[src/rtl/sand_fb_writer_pkg.sv]
// ---------------------------------------------------------------------------
// sand_pkg : shared definitions for the sand-cell frame buffer.
//   - cell_t       : 2-bit cell type stored per grid cell
//   - state_t      : write-port FSM states (CLR exists only with FB_CLEAR_EN)
//   - GRID_W/GRID_H/CELLS_PER_WORD/WORDS_PER_ROW/FB_WORDS : buffer geometry
//   - cell_addr()  : word address of cell (x, y) = y*5 + x/16
// Optional feature macro: FB_CLEAR_EN (adds the CLR state).
// ---------------------------------------------------------------------------
package sand_pkg;

  localparam int GRID_W         = 80;
  localparam int GRID_H         = 120;
  localparam int CELLS_PER_WORD = 16;
  localparam int WORDS_PER_ROW  = GRID_W / CELLS_PER_WORD;
  localparam int FB_WORDS       = GRID_H * WORDS_PER_ROW;

  typedef enum logic [1:0] {
    CELL_EMPTY = 2'd0,
    CELL_SAND  = 2'd1,
    CELL_FALL  = 2'd2,
    CELL_WALL  = 2'd3
  } cell_t;

  typedef enum logic [1:0] {
    ST_IDLE = 2'd0,
    ST_RD   = 2'd1,
    ST_WR   = 2'd2
`ifdef FB_CLEAR_EN
    ,
    ST_CLR  = 2'd3
`endif
  } state_t;

  // y*5 built as shift-and-add so no multiplier is needed.
  function automatic logic [9:0] cell_addr(input logic [6:0] x, input logic [6:0] y);
    logic [9:0] y10;
    y10 = {3'b000, y};
    return (y10 << 2) + y10 + {7'b0000000, x[6:4]};
  endfunction

endpackage

[src/rtl/sand_fb_writer_if.sv]
// ---------------------------------------------------------------------------
// sand_fb_writer_if : single-cell write request channel (valid/ready).
//   wr_valid  master->slave  request valid
//   wr_ready  slave->master  request can be accepted this cycle
//   wr_x      master->slave  cell column (7 bits)
//   wr_y      master->slave  cell row (7 bits)
//   wr_t      master->slave  cell type (2 bits)
// master: the simulation engine; slave: sand_fb_writer.
// ---------------------------------------------------------------------------
interface sand_fb_writer_if;
  logic       wr_valid;
  logic       wr_ready;
  logic [6:0] wr_x;
  logic [6:0] wr_y;
  logic [1:0] wr_t;

  modport master (output wr_valid, output wr_x, output wr_y, output wr_t, input wr_ready);
  modport slave  (input wr_valid, input wr_x, input wr_y, input wr_t, output wr_ready);
endinterface

[src/rtl/sand_word_merge.sv]
// ---------------------------------------------------------------------------
// sand_word_merge : combinational cell insert into a packed 16-cell word.
//   word_i [31:0]  original word
//   idx_i  [3:0]   cell slot inside the word (bits [2*idx+1:2*idx])
//   t_i    [1:0]   new cell type
//   word_o [31:0]  word_i with the selected slot replaced by t_i
// ---------------------------------------------------------------------------
module sand_word_merge
  import sand_pkg::*;
(
  input  logic [31:0] word_i,
  input  logic [3:0]  idx_i,
  input  logic [1:0]  t_i,
  output logic [31:0] word_o
);

  logic [4:0] bit_lo;

  assign bit_lo = {idx_i, 1'b0};

  always_comb begin
    word_o             = word_i;
    word_o[bit_lo +: 2] = t_i;
  end

endmodule

[src/rtl/sand_fb_writer.sv]
// ---------------------------------------------------------------------------
// sand_fb_writer : write-side port of the sand-cell frame buffer.
// Accepts single-cell writes and performs read-modify-write on the RAM write
// port: IDLE (issue read) -> RD (capture word) -> WR (write merged word).
// Ports:
//   clock, reset            system clock, synchronous active-high reset
//   wr                      request channel (sand_fb_writer_if.slave)
//   ram_addr[9:0]           word address
//   ram_re                  read enable, data returns one cycle later
//   ram_rdata[31:0]         read data
//   ram_we, ram_wdata[31:0] write enable / data
//   busy                    FSM not in IDLE
//   err_oob                 one-cycle pulse after an out-of-range request
// Optional feature macro FB_CLEAR_EN adds:
//   clear_req, clear_t[1:0] fill the whole buffer with {16{clear_t}}
//   clear_done              one-cycle pulse after the last fill write
// ---------------------------------------------------------------------------
module sand_fb_writer #(
  parameter int GRID_W        = sand_pkg::GRID_W,
  parameter int GRID_H        = sand_pkg::GRID_H,
  parameter int WORDS_PER_ROW = GRID_W / 16,
  parameter int FB_WORDS      = GRID_H * WORDS_PER_ROW
) (
  input  logic                clock,
  input  logic                reset,
  sand_fb_writer_if.slave     wr,
  output logic [9:0]          ram_addr,
  output logic                ram_re,
  input  logic [31:0]         ram_rdata,
  output logic                ram_we,
  output logic [31:0]         ram_wdata,
  output logic                busy,
  output logic                err_oob
`ifdef FB_CLEAR_EN
  ,
  input  logic                clear_req,
  input  logic [1:0]          clear_t,
  output logic                clear_done
`endif
);

  import sand_pkg::*;

  localparam logic [6:0] GRID_W_C  = 7'(GRID_W);
  localparam logic [6:0] GRID_H_C  = 7'(GRID_H);
  localparam logic [9:0] LAST_ADDR = 10'(FB_WORDS - 1);

  state_t      state_q;
  logic [9:0]  addr_q;
  logic [3:0]  idx_q;      // x[3:0]; addr_q already carries y and x[6:4]
  logic [1:0]  t_q;
  logic [31:0] word_q;
  logic        err_q;

  logic        in_range;
  logic        clr_start;
  logic        accept;
  logic [9:0]  addr_d;
  logic [31:0] merged;

`ifdef FB_CLEAR_EN
  logic [9:0]  clr_cnt_q;
  logic [1:0]  clr_t_q;
  logic        clr_done_q;

  // Clear wins over a simultaneous write; that write stays pending.
  assign clr_start  = (state_q == ST_IDLE) && clear_req;
  assign clear_done = clr_done_q;
`else
  assign clr_start  = 1'b0;
`endif

  assign wr.wr_ready = (state_q == ST_IDLE);
  assign busy        = (state_q != ST_IDLE);
  assign err_oob     = err_q;

  assign in_range = (wr.wr_x < GRID_W_C) && (wr.wr_y < GRID_H_C);
  assign accept   = wr.wr_valid && wr.wr_ready && !clr_start;
  assign addr_d   = cell_addr(wr.wr_x, wr.wr_y);

  sand_word_merge u_merge (
    .word_i (word_q),
    .idx_i  (idx_q),
    .t_i    (t_q),
    .word_o (merged)
  );

  // The read is issued in the accept cycle straight from the request so the
  // RAM data is ready at the RD edge. Reset suppresses any RAM strobe.
  assign ram_re = !reset && accept && in_range;

  always_comb begin
    ram_addr  = addr_q;
    ram_we    = 1'b0;
    ram_wdata = 32'h0000_0000;
    case (state_q)
      ST_IDLE: ram_addr = addr_d;
      ST_WR: begin
        ram_we    = !reset;
        ram_wdata = merged;
      end
`ifdef FB_CLEAR_EN
      ST_CLR: begin
        ram_addr  = clr_cnt_q;
        ram_we    = !reset;
        ram_wdata = {16{clr_t_q}};
      end
`endif
      default: ram_addr = addr_q;
    endcase
  end

  always_ff @(posedge clock) begin
    if (reset) begin
      state_q    <= ST_IDLE;
      addr_q     <= '0;
      idx_q      <= '0;
      t_q        <= '0;
      word_q     <= '0;
      err_q      <= 1'b0;
`ifdef FB_CLEAR_EN
      clr_cnt_q  <= '0;
      clr_t_q    <= '0;
      clr_done_q <= 1'b0;
`endif
    end else begin
      err_q <= 1'b0;
`ifdef FB_CLEAR_EN
      clr_done_q <= 1'b0;
`endif
      case (state_q)
        ST_IDLE: begin
          if (clr_start) begin
`ifdef FB_CLEAR_EN
            state_q   <= ST_CLR;
            clr_cnt_q <= '0;
            clr_t_q   <= clear_t;
`endif
          end else if (accept) begin
            if (in_range) begin
              addr_q  <= addr_d;
              idx_q   <= wr.wr_x[3:0];
              t_q     <= wr.wr_t;
              state_q <= ST_RD;
            end else begin
              // Dropped request: no RAM traffic, FSM stays in IDLE.
              err_q <= 1'b1;
            end
          end
        end
        ST_RD: begin
          word_q  <= ram_rdata;
          state_q <= ST_WR;
        end
        ST_WR: state_q <= ST_IDLE;
`ifdef FB_CLEAR_EN
        ST_CLR: begin
          if (clr_cnt_q == LAST_ADDR) begin
            state_q    <= ST_IDLE;
            clr_done_q <= 1'b1;
          end else begin
            clr_cnt_q <= clr_cnt_q + 10'd1;
          end
        end
`endif
        default: state_q <= ST_IDLE;
      endcase
    end
  end

endmodule

[src/flat_wrapper.sv]
// flat-port wrapper written by rule: the top's interface ports become plain ports
module sand_fb_writer_flat import sand_pkg::*;
#(
  parameter int GRID_W        = sand_pkg::GRID_W,
  parameter int GRID_H        = sand_pkg::GRID_H,
  parameter int WORDS_PER_ROW = GRID_W / 16,
  parameter int FB_WORDS      = GRID_H * WORDS_PER_ROW
)
  (clock, reset, ram_addr, ram_re, ram_rdata, ram_we, ram_wdata, busy, err_oob, wr_wr_valid, wr_wr_x, wr_wr_y, wr_wr_t, wr_wr_ready);
  sand_fb_writer_if wr_i ();
  input  logic clock;
  input  logic reset;
  output logic [9:0] ram_addr;
  output logic ram_re;
  input  logic [31:0] ram_rdata;
  output logic ram_we;
  output logic [31:0] ram_wdata;
  output logic busy;
  output logic err_oob;
  input wire logic [$bits(wr_i.wr_valid)-1:0] wr_wr_valid;
  input wire logic [$bits(wr_i.wr_x)-1:0] wr_wr_x;
  input wire logic [$bits(wr_i.wr_y)-1:0] wr_wr_y;
  input wire logic [$bits(wr_i.wr_t)-1:0] wr_wr_t;
  output wire logic [$bits(wr_i.wr_ready)-1:0] wr_wr_ready;
  assign wr_i.wr_valid = wr_wr_valid;
  assign wr_i.wr_x = wr_wr_x;
  assign wr_i.wr_y = wr_wr_y;
  assign wr_i.wr_t = wr_wr_t;
  assign wr_wr_ready = wr_i.wr_ready;
  sand_fb_writer #(.GRID_W(GRID_W), .GRID_H(GRID_H), .WORDS_PER_ROW(WORDS_PER_ROW), .FB_WORDS(FB_WORDS)) u_core (.clock(clock), .reset(reset), .wr(wr_i), .ram_addr(ram_addr), .ram_re(ram_re), .ram_rdata(ram_rdata), .ram_we(ram_we), .ram_wdata(ram_wdata), .busy(busy), .err_oob(err_oob));
endmodule
[config.mk]
export PLATFORM = sky130hd
export DESIGN_NAME = sand_fb_writer_flat
export DESIGN_NICKNAME = d
export VERILOG_FILES = /design/src/rtl/sand_fb_writer_pkg.sv /design/src/rtl/sand_fb_writer_if.sv /design/src/rtl/sand_word_merge.sv /design/src/rtl/sand_fb_writer.sv /design/src/flat_wrapper.sv
export SDC_FILE = /design/constraint.sdc
export NUM_CORES = 1
export LEC_CHECK = 0
export ABC_AREA = 1
export CORE_ASPECT_RATIO = 1.75
export CORE_MARGIN = 10
export CORE_UTILIZATION = 51
export DETAILED_ROUTE_END_ITERATION = 10
export PLACE_DENSITY = 0.86
export SLEW_MARGIN = 5
export SYNTH_ARGS = -nofsm -noshare
export SYNTH_HDL_FRONTEND = slang
export SYNTH_SLANG_ARGS = --single-unit
[constraint.sdc]
create_clock -name clock -period 4.3 [get_ports clock]
set_input_delay 0.86 -clock clock [delete_from_list [all_inputs] [get_ports clock]]
set_output_delay 0.86 -clock clock [all_outputs]
set_load 0.1 [all_outputs]
==> impl_metrics.toml, run 1 <==
[timing]
fin_hold_ws_ns = 0.467
finalHoldViolCount = 0
fmax_mhz = 242
worst_pin_slew_ns = 1.01
fin_crit_ns = 4.13
period_share_pct = 96.0
skew_ns = 0.00213
slew_headroom_pct = 32.6
setup_violations = 0
slew_viol_final = 0
fin_setup_tns_ns = 0

[drt]
vias = 3529
first_pass_iters = 4
totalWireLength_um = 10200
via_per_inst = 5.15
ant_nets = 0
drtIter0Drc = 277
remaining_drc_errors = 0
routedWlPerCell_um = 14.8

[grt]
grt_pass1_vias = 3507
antenna_found_initial = 0
grtUsageTotal_pct = 20.1
grt_start_max_net_pins = 47
grt_pass1_wl_um = 16600
grt_overflow = 0

[floorplan]
io_pins = 98
die_w_um = 80.4
rows = 38
fp.dieH_um = 126
start_util_pct = 52.6
coreArea_um2 = 6180
die_area_um2 = 10100

[cts]
cts.repair.resized = 0
cts_tree = "yes"
cts_root_buf = "clkbuf_8"
cts_inserted_buffers = 5
clock-sinks = 51
h-tree-depth = 2
cts.clk_slew.worst_paths_ns = 0.09
worstSkewPairLatency_ns = 0.31
cts-hold-fix-buffers = 0
post_cts_buffers = 0
clock_path_buffers = 2

[power_and_ir_drop]
p_per_area_nw_per_um2 = 349
power.share.sequential_pct = 34.5
ir_worst_vdd_mv = 0.263
internal_power_mw = 0.914
p_sw_share_pct = 40.0
p_sw_mw = 0.610
power.share.combinational_pct = 42.3
p_clk_share_pct = 23.2
leakagePower_nw = 1.97

[worst_setup_path]
start_kind = "input port"
cp_slowest_stage_delay_ns = 0.53
r2r_setup_slack_ns = 2.49
worstPathMaxFanout = 2
reg2reg_from = "u_core.state_q[0]$_SDFFE_PP0P_"
critPathKind = "in -> out"
r2r_cells = 7
end_kind = "output port"
r2r_end = "u_core.t_q[0]$_SDFFE_PP0P_"
arrival_ns = 3.27
path_cells = "clkdlybuf4s50_1 > inv_1 > fa_1 > inv_1 > fa_2 > nand2_1 > nand2_1 > nand3_1 > nand2_1 > nand2_1 > nand2_1 > nand2_1 > o21ai_0 > bufbuf_16"
critPathSlowestCell = "fa_1"
cp_common_cell = "nand2_1"
cp_data_required_time_ns = 3.44

[hold_path]
min_to = "u_core.word_q[29]$_SDFFE_PP0N_"
min_path_cells = 2
min_from = "u_core.word_q[29]$_SDFFE_PP0N_"
hold_class = "reg -> reg"

[place]
dp_hpwl_um = 7830
routabilityCongestion = 1.00
port_buffers = 97

[logic_synthesis]
yosysTopAreaCellShare_pct = 31.4
synth_cell_type_count = 30
synth_area_leaders = "dfxtp_1 31%, nor2_1 14%, nand2_1 11%"
synthCells = 516
avgSynthCellArea_um2 = 6.30
yosysWarningCount = 0
synth-seq-cells = 51
syn-num-nets = 586
ys_seq_area_share_pct = 31.4
yosys.area.top_type = "dfxtp_1"
syn_area_um2 = 3250

[layout]
final_cell_mix = "125 x nor2_1, 97 x nand2_1, 53 x clkdlybuf4s50_1, 52 x o21ai_0, 51 x dfxtp_1"
nFillCells = 541
nets = 674
mostFrequentLayoutCell = "nor2_1"
drive_gt1_share_pct = 12.7
n_antenna_cell = 0
regArea_um2 = 1020
syn_to_final_growth_pct = 34.4
multi_input_area_um2 = 1910

[run]
maxCapViolCount = 0

[outcome]
status = "finished clean"
[metal layers]
metal	vias to the layer above	track usage, %	share of wire (%)
met4	0	10.1	3.6
met5	-	0	0
met1	1574	19.8	37
met3	25	4.42	5.4
met2	110	37.1	54
li1	1820	-	-
[layout make-up]
type / count / share of cell area, %
timing repair buffer: 102 / 23.4
inverter: 52 / 4.47
clock inverter: 2 / 0.802
sequential: 51 / 23.4
clock buffer: 6 / 1.89
tap: 80 / 2.29
multi-input combinational: 392 / 43.8
[cells in the mapped netlist, drive strengths merged]
cell type / n
a21oi: 33
a31oi: 1
buf: 14
clkbuf: 7
clkinv: 3
dfxtp: 51
fa: 2
ha: 17
inv: 49
nand2: 99
nand3: 26
nand3b: 1
nand4: 4
nor2: 133
nor3: 5
nor3b: 1
o21ai: 66
or2: 1
xnor2: 1
xor2: 2
[worst max-delay path by stage]
stage,start,cells past startpoint,to
4_1_cts,wr_wr_y[0],13,ram_addr[7]
2_1_floorplan,wr_wr_y[0],9,ram_addr[5]
3_3_place_gp,wr_wr_y[0],13,ram_addr[7]
5_1_grt,wr_wr_y[0],14,ram_addr[7]
6_report,wr_wr_y[0],14,ram_addr[7]
3_5_place_dp,wr_wr_y[0],14,ram_addr[7]
[power by group through the flow]
stage	clock network (mW)	logic (mW)	registers (mW)
2_1_floorplan	0	0.444	0.534
3_3_place_gp	0	0.626	0.534
3_5_place_dp	0	0.633	0.536
4_1_cts	0.359	0.637	0.525
5_1_grt	0.377	0.694	0.529
6_report	0.354	0.645	0.525
[flip-flops by register name, indices dropped and copies added (netlist names)]
register / cells
u_core.idx_q: 4
u_core.t_q: 2
u_core.err_oob: 1
u_core.state_q: 2
u_core.word_q: 32
u_core.addr_q: 10
[through the flow]
| stage | area [um2] | utilization [%] | setup WS (ns) | cells | power (mW) |
|---|---|---|---|---|---|
| floorplan | 3260 | - | -0.109 | 516 | 0.977 |
| global placement | 4240 | 68.5 | 0.159 | 677 | 1.16 |
| detailed placement | 4240 | 68.5 | 0.110 | 677 | 1.17 |
| CTS | 4350 | 70.4 | 0.103 | 685 | 1.52 |
| global route | 4370 | 70.7 | -0.0216 | 685 | 1.60 |
| finish | 4370 | 70.7 | 0.172 | 685 | 1.52 |
[critical path: cells and delay by family]
kind / cells / cell delay (ns)
compound gates: 1 / 0.08
buf+inv: 4 / 0.92
fa+ha+maj: 2 / 0.88
simple gates: 7 / 0.51
[cell families (layout without fill, tap and decap cells)]
family	Yosys count	after routing	synth area share (%)
compound gates	100	100	15.4
simple gates	270	270	34.5
fa+ha+maj	19	19	7.78
xor+xnor	3	3	0.808
flops	51	51	31.4
buf+inv	73	162	10.0
No activity file was read; power rests on OpenSTA's default activity.
==> run 2, diff against run 1 <==
--- a/config.mk
+++ b/config.mk
@@ -10,6 +10,7 @@
 export CORE_MARGIN = 10
 export CORE_UTILIZATION = 51
 export DETAILED_ROUTE_END_ITERATION = 10
+export MAX_ROUTING_LAYER = met4
 export PLACE_DENSITY = 0.86
 export SLEW_MARGIN = 5
 export SYNTH_ARGS = -nofsm -noshare
==> impl_metrics.toml, run 2 (synthesis gave the netlist of run 1 again) <==
[outcome]
status = "finished clean"

[worst_setup_path]
critPathKind = "in -> out"
cp_data_required_time_ns = 3.44
start_kind = "input port"
r2r_cells = 7
end_kind = "output port"
arrival_ns = 3.28
worstPathMaxFanout = 3

[place]
routabilityCongestion = 0.964
pre_cts_ws_ns = 0.0787
dp_hpwl_um = 8120
dp.cells = 677
placed_area_um2 = 4240
port_buffers = 97

[cts]
clock_path_buffers = 2
worstSkewPairLatency_ns = 0.31
post_cts_buffers = 0
cts.clk_slew.worst_paths_ns = 0.09
cts.repair.resized = 0
h-tree-depth = 2
cts_tree = "yes"
cts-hold-fix-buffers = 0
cts_inserted_buffers = 5
clock-sinks = 51
cts_root_buf = "clkbuf_8"

[grt]
use_met1_pct = 18.6
use_met2_pct = 36.6
grt_pass1_vias = 3644
antenna_found_initial = 0
grt_util_met3_pct = 3.92
grt_overflow = 0
grt_start_max_net_pins = 46
grt_pass1_wl_um = 16400
busiest_layer = "met2"
grtUsageTotal_pct = 20.5

[layout]
largest_reg_flops = 32
top_regs = "u_core.word_q: 32 flops, u_core.addr_q: 10 flops, u_core.idx_q: 4 flops"
final_cell_mix = "125 x nor2_1, 93 x nand2_1, 53 x clkdlybuf4s50_1, 52 x o21ai_0, 51 x dfxtp_1"
nets = 674
n_antenna_cell = 0
syn_to_final_growth_pct = 34.1
top_register = "u_core.word_q"
fin_util_pct = 70.5
mostFrequentLayoutCell = "nor2_1"
design_area_um2 = 4360
drive_gt1_share_pct = 13.4
instances_no_fill = 685

[power_and_ir_drop]
leakagePower_nw = 1.96
ir_worst_vdd_mv = 0.324
p_per_area_nw_per_um2 = 333
power_mw = 1.45

[drt]
first_pass_iters = 7
totalWireLength_um = 10100
vias = 3575
remaining_drc_errors = 0
ant_nets = 0
via_per_inst = 5.22
drtIter0Drc = 215
routedWlPerCell_um = 14.7

[timing]
finalHoldViolCount = 0
period_share_pct = 96.3
fin_hold_ws_ns = 0.461
setup_ws_ns = 0.161
fmax_mhz = 242
rsz0062_at_grt = "no"
slew_viol_final = 0
slew_headroom_pct = 32.5
fin_crit_ns = 4.14
fin_setup_tns_ns = 0
skew_ns = 0.00490
worst_pin_slew_ns = 1.01
setup_violations = 0

[floorplan]
die_w_um = 80.4
die_area_um2 = 10100
rows = 38
start_util_pct = 52.6
io_pins = 98
fp.dieH_um = 126
coreArea_um2 = 6180

[run]
maxCapViolCount = 0

[hold_path]
hold_class = "reg -> reg"
min_path_cells = 2
==> run 2: changes by cell type in the layout (fill, tap and decap cells not counted), sizes merged <==
cell / delta
buf: -1
bufinv: -1
clkbuf: +1
bufbuf: +1
==> run 2: final timing paths <==
check,from,end,slack [ns]
min reg2reg,u_core.word_q[28]$_SDFFE_PP0N_,u_core.word_q[28]$_SDFFE_PP0N_,0.46
max reg2reg,u_core.state_q[0]$_SDFFE_PP0P_,u_core.t_q[1]$_SDFFE_PP0P_,2.47
max,wr_wr_y[0],ram_addr[6],0.16
min,u_core.word_q[28]$_SDFFE_PP0N_,u_core.word_q[28]$_SDFFE_PP0N_,0.46
==> run 2: per-layer routing <==
metal	part of all wire, %	routed length [um]
met1	36	3660
met2	53	5400
met3	4.9	493
met4	5.4	549
met5	0	0
==> run 2: layout make-up <==
class | instances | area [um2]
repair buffers | 102 | 1040
clock buffers | 7 | 76.3
well taps | 80 | 100
fillers | 546 | 1820
multi-input cells | 392 | 1930
flip-flops and latches | 51 | 1020
clock inverters | 1 | 5.00
inverters | 52 | 195
==> run 2: worst max-delay path, cell delays in order <==
cell and delay, ns:
clkdlybuf4s50_1 0.50, inv_2 0.05, fa_1 0.53, inv_1 0.07, ha_1 0.20, a21oi_1 0.18
nand2_2 0.13, nand2_2 0.10, nand2_1 0.08, nand2_1 0.06, nand3_1 0.05, o21ai_0 0.10
bufbuf_16 0.34
==> run 2: where the power goes <==
part | total, mW | switching (mW) | internal (mW)
Combinational | 0.656 | 0.427 | 0.229
Sequential | 0.525 | 0.0194 | 0.506
Clock | 0.271 | 0.156 | 0.115
Total | 1.45 | 0.602 | 0.850
==> run 3, diff against run 2 <==
--- a/config.mk
+++ b/config.mk
@@ -8,10 +8,10 @@
 export ABC_AREA = 1
 export CORE_ASPECT_RATIO = 1.75
 export CORE_MARGIN = 10
-export CORE_UTILIZATION = 51
+export CORE_UTILIZATION = 50
 export DETAILED_ROUTE_END_ITERATION = 10
 export MAX_ROUTING_LAYER = met4
-export PLACE_DENSITY = 0.86
+export PLACE_DENSITY = 0.84
 export SLEW_MARGIN = 5
 export SYNTH_ARGS = -nofsm -noshare
 export SYNTH_HDL_FRONTEND = slang
==> impl_metrics.toml, run 3 (synthesis gave the netlist of run 1 again) <==
[cts]
clock_path_buffers = 2
cts_inserted_buffers = 5
clock-sinks = 51
cts_root_buf = "clkbuf_8"
worstSkewPairLatency_ns = 0.32
cts.clk_slew.worst_paths_ns = 0.09
cts_tree = "yes"
h-tree-depth = 2
post_cts_buffers = 0

[place]
routabilityCongestion = 0.979
pre_cts_ws_ns = 0.107
dp.cells = 678
port_buffers = 97
dp_hpwl_um = 8070

[drt]
totalWireLength_um = 10300
remaining_drc_errors = 0
first_pass_iters = 5
via_per_inst = 5.26
drtIter0Drc = 319
ant_nets = 0
wl_met2_um = 5400
top_layer_used = "met4"
wl_met1_um = 3830
vias = 3606
dr_wl_met3_um = 584
routedWlPerCell_um = 15.0

[worst_setup_path]
worstPathMaxFanout = 2
end_kind = "output port"
arrival_ns = 3.26
cp_data_required_time_ns = 3.44
start_kind = "input port"
critPathKind = "in -> out"

[grt]
antenna_found_initial = 0
grt_overflow = 0
grtUsageTotal_pct = 21.0
grt_pass1_wl_um = 17000
grt_start_max_net_pins = 46
grt_pass1_vias = 3651

[timing]
fmax_mhz = 243
slew_headroom_pct = 33.0
period_share_pct = 95.7
fin_crit_ns = 4.12
slew_viol_final = 0
rsz0062_at_grt = "no"
setup_ws_ns = 0.184
finalHoldViolCount = 0
setup_violations = 0
worst_pin_slew_ns = 1.00
skew_ns = 0.00836

[layout]
mostFrequentLayoutCell = "nor2_1"
nFillCells = 580
instances_no_fill = 686
n_antenna_cell = 0
final_cell_mix = "125 x nor2_1, 96 x nand2_1, 52 x o21ai_0, 52 x clkdlybuf4s50_1, 51 x dfxtp_1"
syn_to_final_growth_pct = 34.4
nets = 675
top_register = "u_core.word_q"
top_regs = "u_core.word_q: 32 flops, u_core.addr_q: 10 flops, u_core.idx_q: 4 flops"
fin_util_pct = 69.6
largest_reg_flops = 32
drive_gt1_share_pct = 13.0

[floorplan]
start_util_pct = 51.8
rows = 38
fp.dieH_um = 127
die_area_um2 = 10300
coreArea_um2 = 6280
die_w_um = 81.0
io_pins = 98

[run]
maxCapViolCount = 0

[power_and_ir_drop]
p_per_area_nw_per_um2 = 339
leakagePower_nw = 1.97
ir_worst_vdd_mv = 0.337

[hold_path]
hold_class = "reg -> reg"

[outcome]
status = "finished clean"
[run 3: changes by cell type in the layout (fill, tap and decap cells not counted), sizes merged]
cell           change
clkdlybuf4s50      -1
dlymetal6s2s       +1
clkinv             -1
bufbuf             -1
clkbuf             +1
buf                +2
[run 3: path summary, 6_finish.rpt]
check,startpoint,endpoint,slack (ns),cells after the start
worst min-delay path,u_core.word_q[4]$_SDFFE_PP0N_,u_core.word_q[4]$_SDFFE_PP0N_,0.46,2
worst min register to register,u_core.word_q[4]$_SDFFE_PP0N_,u_core.word_q[4]$_SDFFE_PP0N_,0.46,2
worst max register to register,u_core.state_q[0]$_SDFFE_PP0P_,u_core.idx_q[3]$_SDFFE_PP0P_,2.57,8
worst max-delay path,wr_wr_y[2],ram_addr[7],0.18,14
[run 3: critical path, stage by stage]
cell             delay, ns
clkdlybuf4s50_1       0.49
inv_1                 0.07
fa_1                  0.50
inv_1                 0.07
fa_2                  0.40
nand2_1               0.09
nand2_2               0.07
nand3_2               0.07
nand2_1               0.07
nand2_1               0.08
nand2_1               0.05
nand2_1               0.04
o21ai_0               0.07
bufbuf_16             0.31
[run 3: stage by stage]
step                hold WS, ns  setup TNS [ns]  instance area (um2)  total power [mW]
floorplan                 0.430          -0.109                 3260             0.977
global placement          0.447               0                 4240              1.16
detailed placement        0.450               0                 4240              1.17
CTS                       0.463               0                 4340              1.48
global route              0.496               0                 4370              1.56
finish                    0.460               0                 4370              1.48
[run 3: cell type report]
| class | count | area, um2 | share of cell area [%] |
|---|---|---|---|
| inverters | 52 | 195 | 4.47 |
| repair buffers | 103 | 1030 | 23.7 |
| flip-flops and latches | 51 | 1020 | 23.4 |
| multi-input cells | 392 | 1920 | 43.9 |
| well taps | 80 | 100 | 2.29 |
| clock buffers | 8 | 100 | 2.29 |
[run 3: layer usage]
metal  global-route usage, %  up-vias
met5                       -        -
met4                    11.7        0
met3                    3.61       36
met2                    37.1      140
met1                    20.9     1608
li1                        -     1822
[run 3: repair_timing]
item | in CTS | in global routing
endpoints found under the setup margin | 0 | 1
hold buffers | 0 | 0
gates resized for setup | 0 | 5
[run 3: power breakdown]
| part | internal, mW | switching, mW |
|---|---|---|
| sequential | 0.506 | 0.0193 |
| clock | 0.147 | 0.159 |
| combinational | 0.221 | 0.428 |
